==> config.mk <==
export PLATFORM = sky130hd
export DESIGN_NAME = song_reader
export DESIGN_NICKNAME = d
export VERILOG_FILES = /design/src/rtl/song_pkg.sv /design/src/rtl/song_rom.sv /design/src/rtl/song_reader.sv
export SDC_FILE = /design/constraint.sdc
export NUM_CORES = 1
export LEC_CHECK = 0
export ABC_AREA = 1
export CAP_MARGIN = 20
export CORE_ASPECT_RATIO = 0.75
export CORE_UTILIZATION = 35
export DETAILED_ROUTE_END_ITERATION = 6
export PLACE_DENSITY_LB_ADDON = 0.2
export SLEW_MARGIN = 40
export SYNTH_ARGS = -nofsm -noshare
export SYNTH_HDL_FRONTEND = slang
export SYNTH_SLANG_ARGS = --single-unit
==> constraint.sdc <==
create_clock -name clk -period 2.1 [get_ports clk]
set_clock_uncertainty 0.1 [all_clocks]
set_input_delay 0.42 -clock clk [delete_from_list [all_inputs] [get_ports clk]]
set_output_delay 0.42 -clock clk [all_outputs]
set_load 0.05 [all_outputs]
==> src/rtl/song_pkg.sv <==
// Shared definitions for the song reader: FSM state encoding, default
// field widths, the end-of-song marker and the note ROM contents.
package song_pkg;

  localparam int NOTE_BITS_DEF = 6;
  localparam int DUR_BITS_DEF  = 6;
  localparam int IDX_BITS_DEF  = 5;
  localparam int SONG_BITS     = 2;

  // A duration of zero never plays; it marks the end of a song.
  localparam int END_MARKER = 0;

  typedef enum logic [2:0] {
    IDLE  = 3'd0,
    FETCH = 3'd1,
    CHECK = 3'd2,
    WAIT  = 3'd3,
    DONE  = 3'd4,
    END   = 3'd5
  } state_t;

  // Note ROM image. Song 0 is a short two-note tune, song 1 fills every
  // slot, song 2 ends after 12 notes and song 3 after 20 notes (slot 2 of
  // song 3 is a rest).
  function automatic int rom_note(input int song, input int idx);
    int r;
    r = 0;
    case (song)
      0: begin
        if (idx == 0) r = 'h10;
        else if (idx == 1) r = 'h12;
        else r = 0;
      end
      1: r = idx + 1;
      2: r = 'h12 + idx;
      default: r = (idx == 2) ? 0 : ('h30 ^ idx);
    endcase
    return r;
  endfunction

  function automatic int rom_dur(input int song, input int idx);
    int r;
    r = END_MARKER;
    case (song)
      0: begin
        if (idx == 0) r = 4;
        else if (idx == 1) r = 2;
        else r = END_MARKER;
      end
      1: r = (idx % 7) + 1;
      2: r = (idx < 12) ? (idx % 5) + 1 : END_MARKER;
      default: r = (idx < 20) ? 3 : END_MARKER;
    endcase
    return r;
  endfunction

endpackage

==> src/rtl/song_rom.sv <==
// Synchronous-read note ROM. Four songs of 2**IDX_BITS slots each, addressed
// as {song, index}; each word holds {note, duration}. Data appears one clock
// after a read is enabled and holds until the next enabled read.
module song_rom
  import song_pkg::*;
#(
  parameter int NOTE_BITS = NOTE_BITS_DEF,
  parameter int DUR_BITS  = DUR_BITS_DEF,
  parameter int IDX_BITS  = IDX_BITS_DEF
) (
  input  logic                          clk,
  input  logic                          rd_en,
  input  logic [SONG_BITS+IDX_BITS-1:0] addr,
  output logic [NOTE_BITS-1:0]          rd_note,
  output logic [DUR_BITS-1:0]           rd_dur
);

  localparam int SLOTS = 2 ** IDX_BITS;
  localparam int DEPTH = (2 ** SONG_BITS) * SLOTS;

  logic [NOTE_BITS+DUR_BITS-1:0] mem [DEPTH];

  for (genvar i = 0; i < DEPTH; i++) begin : g_image
    assign mem[i] = {NOTE_BITS'(rom_note(i / SLOTS, i % SLOTS)),
                     DUR_BITS'(rom_dur(i / SLOTS, i % SLOTS))};
  end

  // Registered read port: one-cycle latency, output held between reads.
  always_ff @(posedge clk) begin
    if (rd_en) begin
      {rd_note, rd_dur} <= mem[addr];
    end
  end

endmodule

==> src/rtl/song_reader.sv <==
// Song reader: walks the selected song in the note ROM and hands one note
// at a time to the note player, advancing on note_done and reporting the
// end of the song with a single song_done pulse.
//
//   state | meaning
//   ------+--------------------------------------------------------------
//   IDLE  | waiting for play before fetching the note at index
//   FETCH | ROM address {song, index} presented; song sampled here
//   CHECK | ROM word valid; end marker -> DONE, else load note outputs
//   WAIT  | note being played; note_done advances (ignored on new_note cycle)
//   DONE  | issue the song_done pulse
//   END   | song finished; only reset_play or reset leaves
module song_reader
  import song_pkg::*;
#(
  parameter int NOTE_BITS = NOTE_BITS_DEF,
  parameter int DUR_BITS  = DUR_BITS_DEF,
  parameter int IDX_BITS  = IDX_BITS_DEF
) (
  input  logic                 clk,
  input  logic                 reset,
  input  logic                 play,
  input  logic                 reset_play,
  input  logic [SONG_BITS-1:0] song,
  input  logic                 note_done,
  output logic [NOTE_BITS-1:0] note,
  output logic [DUR_BITS-1:0]  duration,
  output logic                 new_note,
  output logic                 song_done
);

  localparam logic [IDX_BITS-1:0] IDX_MAX = '1;

  state_t                        state;
  logic [IDX_BITS-1:0]           index;
  logic [SONG_BITS+IDX_BITS-1:0] rom_addr;
  logic                          rom_rd_en;
  logic [NOTE_BITS-1:0]          rom_note_q;
  logic [DUR_BITS-1:0]           rom_dur_q;
  logic                          rom_is_end;
  logic                          last_slot;
  logic                          note_finished;

  assign rom_addr   = {song, index};
  // A restart in the FETCH cycle abandons the read, so don't launch it.
  assign rom_rd_en  = (state == FETCH) && !reset_play;
  assign rom_is_end = (rom_dur_q == DUR_BITS'(END_MARKER));
  assign last_slot  = (index == IDX_MAX);
  // The cycle new_note is high is the first WAIT cycle; a note_done there
  // belongs to the previous note and must not skip the one just issued.
  assign note_finished = note_done && !new_note;

  song_rom #(
    .NOTE_BITS (NOTE_BITS),
    .DUR_BITS  (DUR_BITS),
    .IDX_BITS  (IDX_BITS)
  ) u_rom (
    .clk     (clk),
    .rd_en   (rom_rd_en),
    .addr    (rom_addr),
    .rd_note (rom_note_q),
    .rd_dur  (rom_dur_q)
  );

  // Sequencing FSM with index counter and registered note/pulse outputs.
  always_ff @(posedge clk or posedge reset) begin
    if (reset) begin
      state     <= IDLE;
      index     <= '0;
      note      <= '0;
      duration  <= '0;
      new_note  <= 1'b0;
      song_done <= 1'b0;
    end else if (reset_play) begin
      state     <= IDLE;
      index     <= '0;
      new_note  <= 1'b0;
      song_done <= 1'b0;
    end else begin
      new_note  <= 1'b0;
      song_done <= 1'b0;
      case (state)
        IDLE: begin
          if (play) state <= FETCH;
        end
        FETCH: begin
          state <= CHECK;
        end
        CHECK: begin
          if (rom_is_end) begin
            state <= DONE;
          end else begin
            note     <= rom_note_q;
            duration <= rom_dur_q;
            new_note <= 1'b1;
            state    <= WAIT;
          end
        end
        WAIT: begin
          if (note_finished) begin
            if (last_slot) begin
              state <= DONE;
            end else begin
              index <= index + 1'b1;
              state <= play ? FETCH : IDLE;
            end
          end
        end
        DONE: begin
          song_done <= 1'b1;
          state     <= END;
        end
        END: begin
          state <= END;
        end
        default: begin
          state <= IDLE;
        end
      endcase
    end
  end

endmodule

; Yosys cells after proc, flatten, opt, wreduce, memory -nomap -nowiden
; Memory sizes are Yosys's and may differ from the RTL's. A register that Yosys moved wholly into a read port is not among the register bits.
; Cells that the tools add are included.
[word_totals]
regBits = 22
romBits = 1536
n_memories = 1
word_cells = 48
[memory_table]
columns = name, words, word_bits, rd, rd_clocked_by_memory_dff, write_ports, line
row1 = (no name shown), 128, 12, 1, 1, 0, song_rom.sv:31  ; {rd_note, rd_dur} <= mem[addr];
[classes]
bitwise = 3
muxes = 16
n_reduce_logical = 12
n_addsub = 1
eq_ne = 9
[ops]
columns = cell, count
row1 = two-way mux 5 bit, 4
row2 = two-way mux 3 bit, 5
row3 = one-hot mux 3 bit (5 select lines), 1
row4 = inverter 7 -> 8 bit, 1
row5 = "== test 3 x 2 -> 1 bit, second input constant", 2
row6 = "== test 3 bit, second input constant", 2
row7 = zero test 6 bit, 1
row8 = two-way mux 1 bit, 6
row9 = "!= test 3 bit, second input constant", 2
row10 = AND reduction 3 bit, 2
row11 = "adder 5 x 1 -> 5 bit, second input constant", 1
row12 = "== test 5 bit, second input constant", 1
row13 = nonzero test 2 bit, 2
row14 = "== test 3 x 1 -> 1 bit, second input constant", 1
row15 = zero test 3 bit, 1
row16 = logical AND 1 bit, 2
row17 = zero test 1 bit, 2
row18 = "!= test 2 bit, second input constant", 1
row19 = inverter 1 bit, 2
row20 = AND reduction 2 bit, 1
row21 = OR reduction 2 bit, 1

; Longest topological paths before layout
[depth]
ltp_word = 5
depth_mapped = 10
depth_no_buf = 9

; Cells and area by module
; Synthesis repeated with hierarchy kept, for this count alone.
[hier_totals]
hier_cells = 291
area_unflattened_um2 = 2204.6
[by_module_without_submodules]
columns = module, area_each_um2, n_inst, cells_per_inst, seq_area_each_um2
row1 = song_rom, 1144.8, 1, 155, 270.3
row2 = song_reader, 1059.8, 1, 136, 550.5

; Worst setup path before layout
; Ideal clock, no wire load.
[synth_path]
path_type = flip-flop to flip-flop
start = reg index[1]
end = reg u_rom.rd_dur[1], data pin
period_less_slack_ns = 1.678
setup_ns = 0.260
required_time_ns = 1.740
t_arrival_ns = 1.318
n_path_buf = 0
path_stages_with_launch = 9
slack_ns = 0.422
path_cell_list = dfrtp_1 > inv_1 > ha_1 > nand2_1 > nand3_1 > nand2_1 > nand2_1 > nand2_1 > nand3_1
[synth_via]
elab_chain_len = 1
[synth_lines]
columns = element, line
row1 = "start, declared", song_reader.sv:35  ; logic [IDX_BITS-1:0] index;
row2 = "start signal, assigned", song_reader.sv:104  ; index <= index + 1'b1;
row3 = inverter 7 -> 8 bit (implied by the code), song_rom.sv:31
row4 = "end, declared", song_rom.sv:15  ; output logic [DUR_BITS-1:0] rd_dur
; No other way between the ends.
; A chain may end at the register's enable or synchronous reset.

; Worst setup path in the final report
[layout_path]
start = reg new_note
end = out new_note
[layout_rtl]
columns = element, line
row1 = "start, declared", song_reader.sv:28  ; output logic new_note,
row2 = "start signal, assigned", song_reader.sv:72  ; new_note <= 1'b0;
row3 = "start signal, assigned", song_reader.sv:77  ; new_note <= 1'b0;
row4 = "start signal, assigned", song_reader.sv:80  ; new_note <= 1'b0;
; No word-level cell between the ends.

==> reports/metrics.csv <==
metric;value;unit
outcome;finished clean;
critPathCaptureType;primary output;
finalNetCount;333;
worstPathArrival;1460;ps
crit_family;buffers and inverters;
clock_sinks;28;
die_area;6170;um2
drtIter0Drc;208;
relSlewSlack;0.668;
drc;0;
syn_inst;282;
finalMaxSlewViolations;0;
slowest_stage;clkdlybuf4s50_1;
ctsHoldBuffers;0;
powerDensity;1070;nW/um2
routed_via_density;4.90;
ir_drop;0.000353;V
drive_above_1_share;0.0847;
areaGrowthSynthToFinish;17.4;%
dr.pass1.iters;6;
grt_pass1_wl;8.24;mm
leakagePower;0.00120;uW
fillerInstances;587;
ys_top_cells_by_area;dfrtp_1 (23%), nand2_1 (19%), edfxtp_1 (13%);
netlist.area_leader.share;0.232;
synth_ff_type;dfrtp_1;
post-cts-setup-buffers;0;
max_freq;505;MHz
pin_count;21;
max_stage_delay;810;ps
clk_path_buf_depth;2;
core-area;5500;um2
syn_avg_cell_area;7.27;um2
routed_wl;4.79;mm
cp_max_fo;2;
gp_congestion;0.950;
grt_max_degree;20;
crit_buf_inv;1;
ys_top_cells_by_count;nand2_1 (105), nor2_1 (30), inv_1 (23), nand3_1 (22), dfrtp_1 (19);
rows;23;
critPathKind;register to primary output;
synth_seq_area_share;0.364;
maxCapViolations;0;
critPathLaunchType;register;
n_antenna_cell;0;
dp_hpwl;3.73;mm
die_h;68.3;um
finalSetupViolations;0;
ant_nets;0;
worstPathCellList;clkdlybuf4s50_1;
ys_ff_latch;28;
chipWidth;90.4;um
worst_pin_slew;496;ps
ys_types;24;
synthesis.area;2050;um2
grt_pass1_vias;1683;
cts_resized;0;
initial_core_util;0.373;
h-tree-depth;1;
whs;350;ps
yosysTopAreaCell;dfrtp_1;
hp-class;register to register;
async_flop_share;0.679;
cts_made_buffers;3;
synth_edf_count;9;
worstPathRequired;1580;ps
via_count;1870;
root_buffer;clkbuf_8;
cts_tree;done;
grt_overflow;0;
clk_pin_slew;90;ps
insertion_delay;270;ps
antenna_found_initial;0;
grt_usage;0.170;
layout_min_cycle_time;1980;ps
hold_viol_final;0;
wire_per_inst;12.5;um
finalCritPeriodShare;0.942;
numPortBuffers;17;
tns;0;ps
rsz0062_at_grt;false;
synth_warnings;0;
synthMostInstantiatedCell;nand2_1;
==> through the flow <==
stage	cell area [um2]	instances	util	setup WS, ps	power, uW
2_1_floorplan	2060	284	-	422	1750
3_3_place_gp	2330	378	0.425	136	2150
3_5_place_dp	2330	378	0.425	80.8	2150
4_1_cts	2410	382	0.438	104	2590
5_1_grt	2410	382	0.438	57.5	2770
6_report	2410	382	0.438	121	2570
==> sequential cells by signal, indices dropped and copies added, names as in the netlist <==
name and cells:
duration 3, index 5, new_note 1, note 6, song_done 1, state 3, u_rom.rd_dur 3, u_rom.rd_note 6
==> cells in the final DEF (no fill, tap or decap), drive strengths merged <==
cell type      count
clkbuf             3
nand4              2
nand3             24
o21ai             21
or2                1
a21oi             10
clkdlybuf4s50     17
nand2            105
inv               25
buf               13
edfxtp             9
conb               3
bufinv             2
o211ai             2
ha                18
nor3               3
dfrtp             19
nor2              30
==> where the power goes <==
part / internal, uW / switching, uW
combinational: 446 / 874
clock: 255 / 166
sequential: 728 / 105
==> logic make-up after synthesis <==
logic type / after synthesis / synth area share
AOI/OAI and AO/OA: 33 / 0.0867
other: 1 / 0.00183
adders and majority gates: 18 / 0.110
and+or+nand+nor: 165 / 0.336
buffers and inverters: 37 / 0.101
DFF: 28 / 0.364
==> worst paths after layout <==
kind | slack [ps] | depth (start not counted) | startpoint | end
setup / recovery | 120 | 1 | new_note$_DFF_PP0_ | new_note
hold / removal | 350 | 2 | u_rom.rd_note[1]$_DFFE_PP_ | note[1]$_DFFE_PP0P_
setup reg to reg | 200 | 8 | index[0]$_DFFE_PP0P_ | u_rom.rd_dur[1]$_DFFE_PP_
hold reg to reg | 350 | 2 | u_rom.rd_note[1]$_DFFE_PP_ | note[1]$_DFFE_PP0P_
max in group asynchronous | 1330 | 3 | reset | note[4]$_DFFE_PP0P_
min in group asynchronous | 370 | 3 | reset | note[2]$_DFFE_PP0P_
==> metal layers <==
layer	track usage	part of all wire	up-vias
met5	0	0	-
li1	-	-	941
met2	0.257	0.42	87
met3	0.0300	0.075	6
met1	0.256	0.50	836
met4	0.0262	0.0056	0
==> area by class of cell <==
type	count	area, um2	area share
Multi-Input combinational cell	219	1100	0.459
Tap cell	75	93.8	0.0390
Clock buffer	3	41.3	0.0172
Timing Repair Buffer	30	268	0.111
Clock inverter	1	30.0	0.0125
Sequential cell	28	746	0.310
Inverter	26	124	0.0515
(Power assumes the default switching activity.)
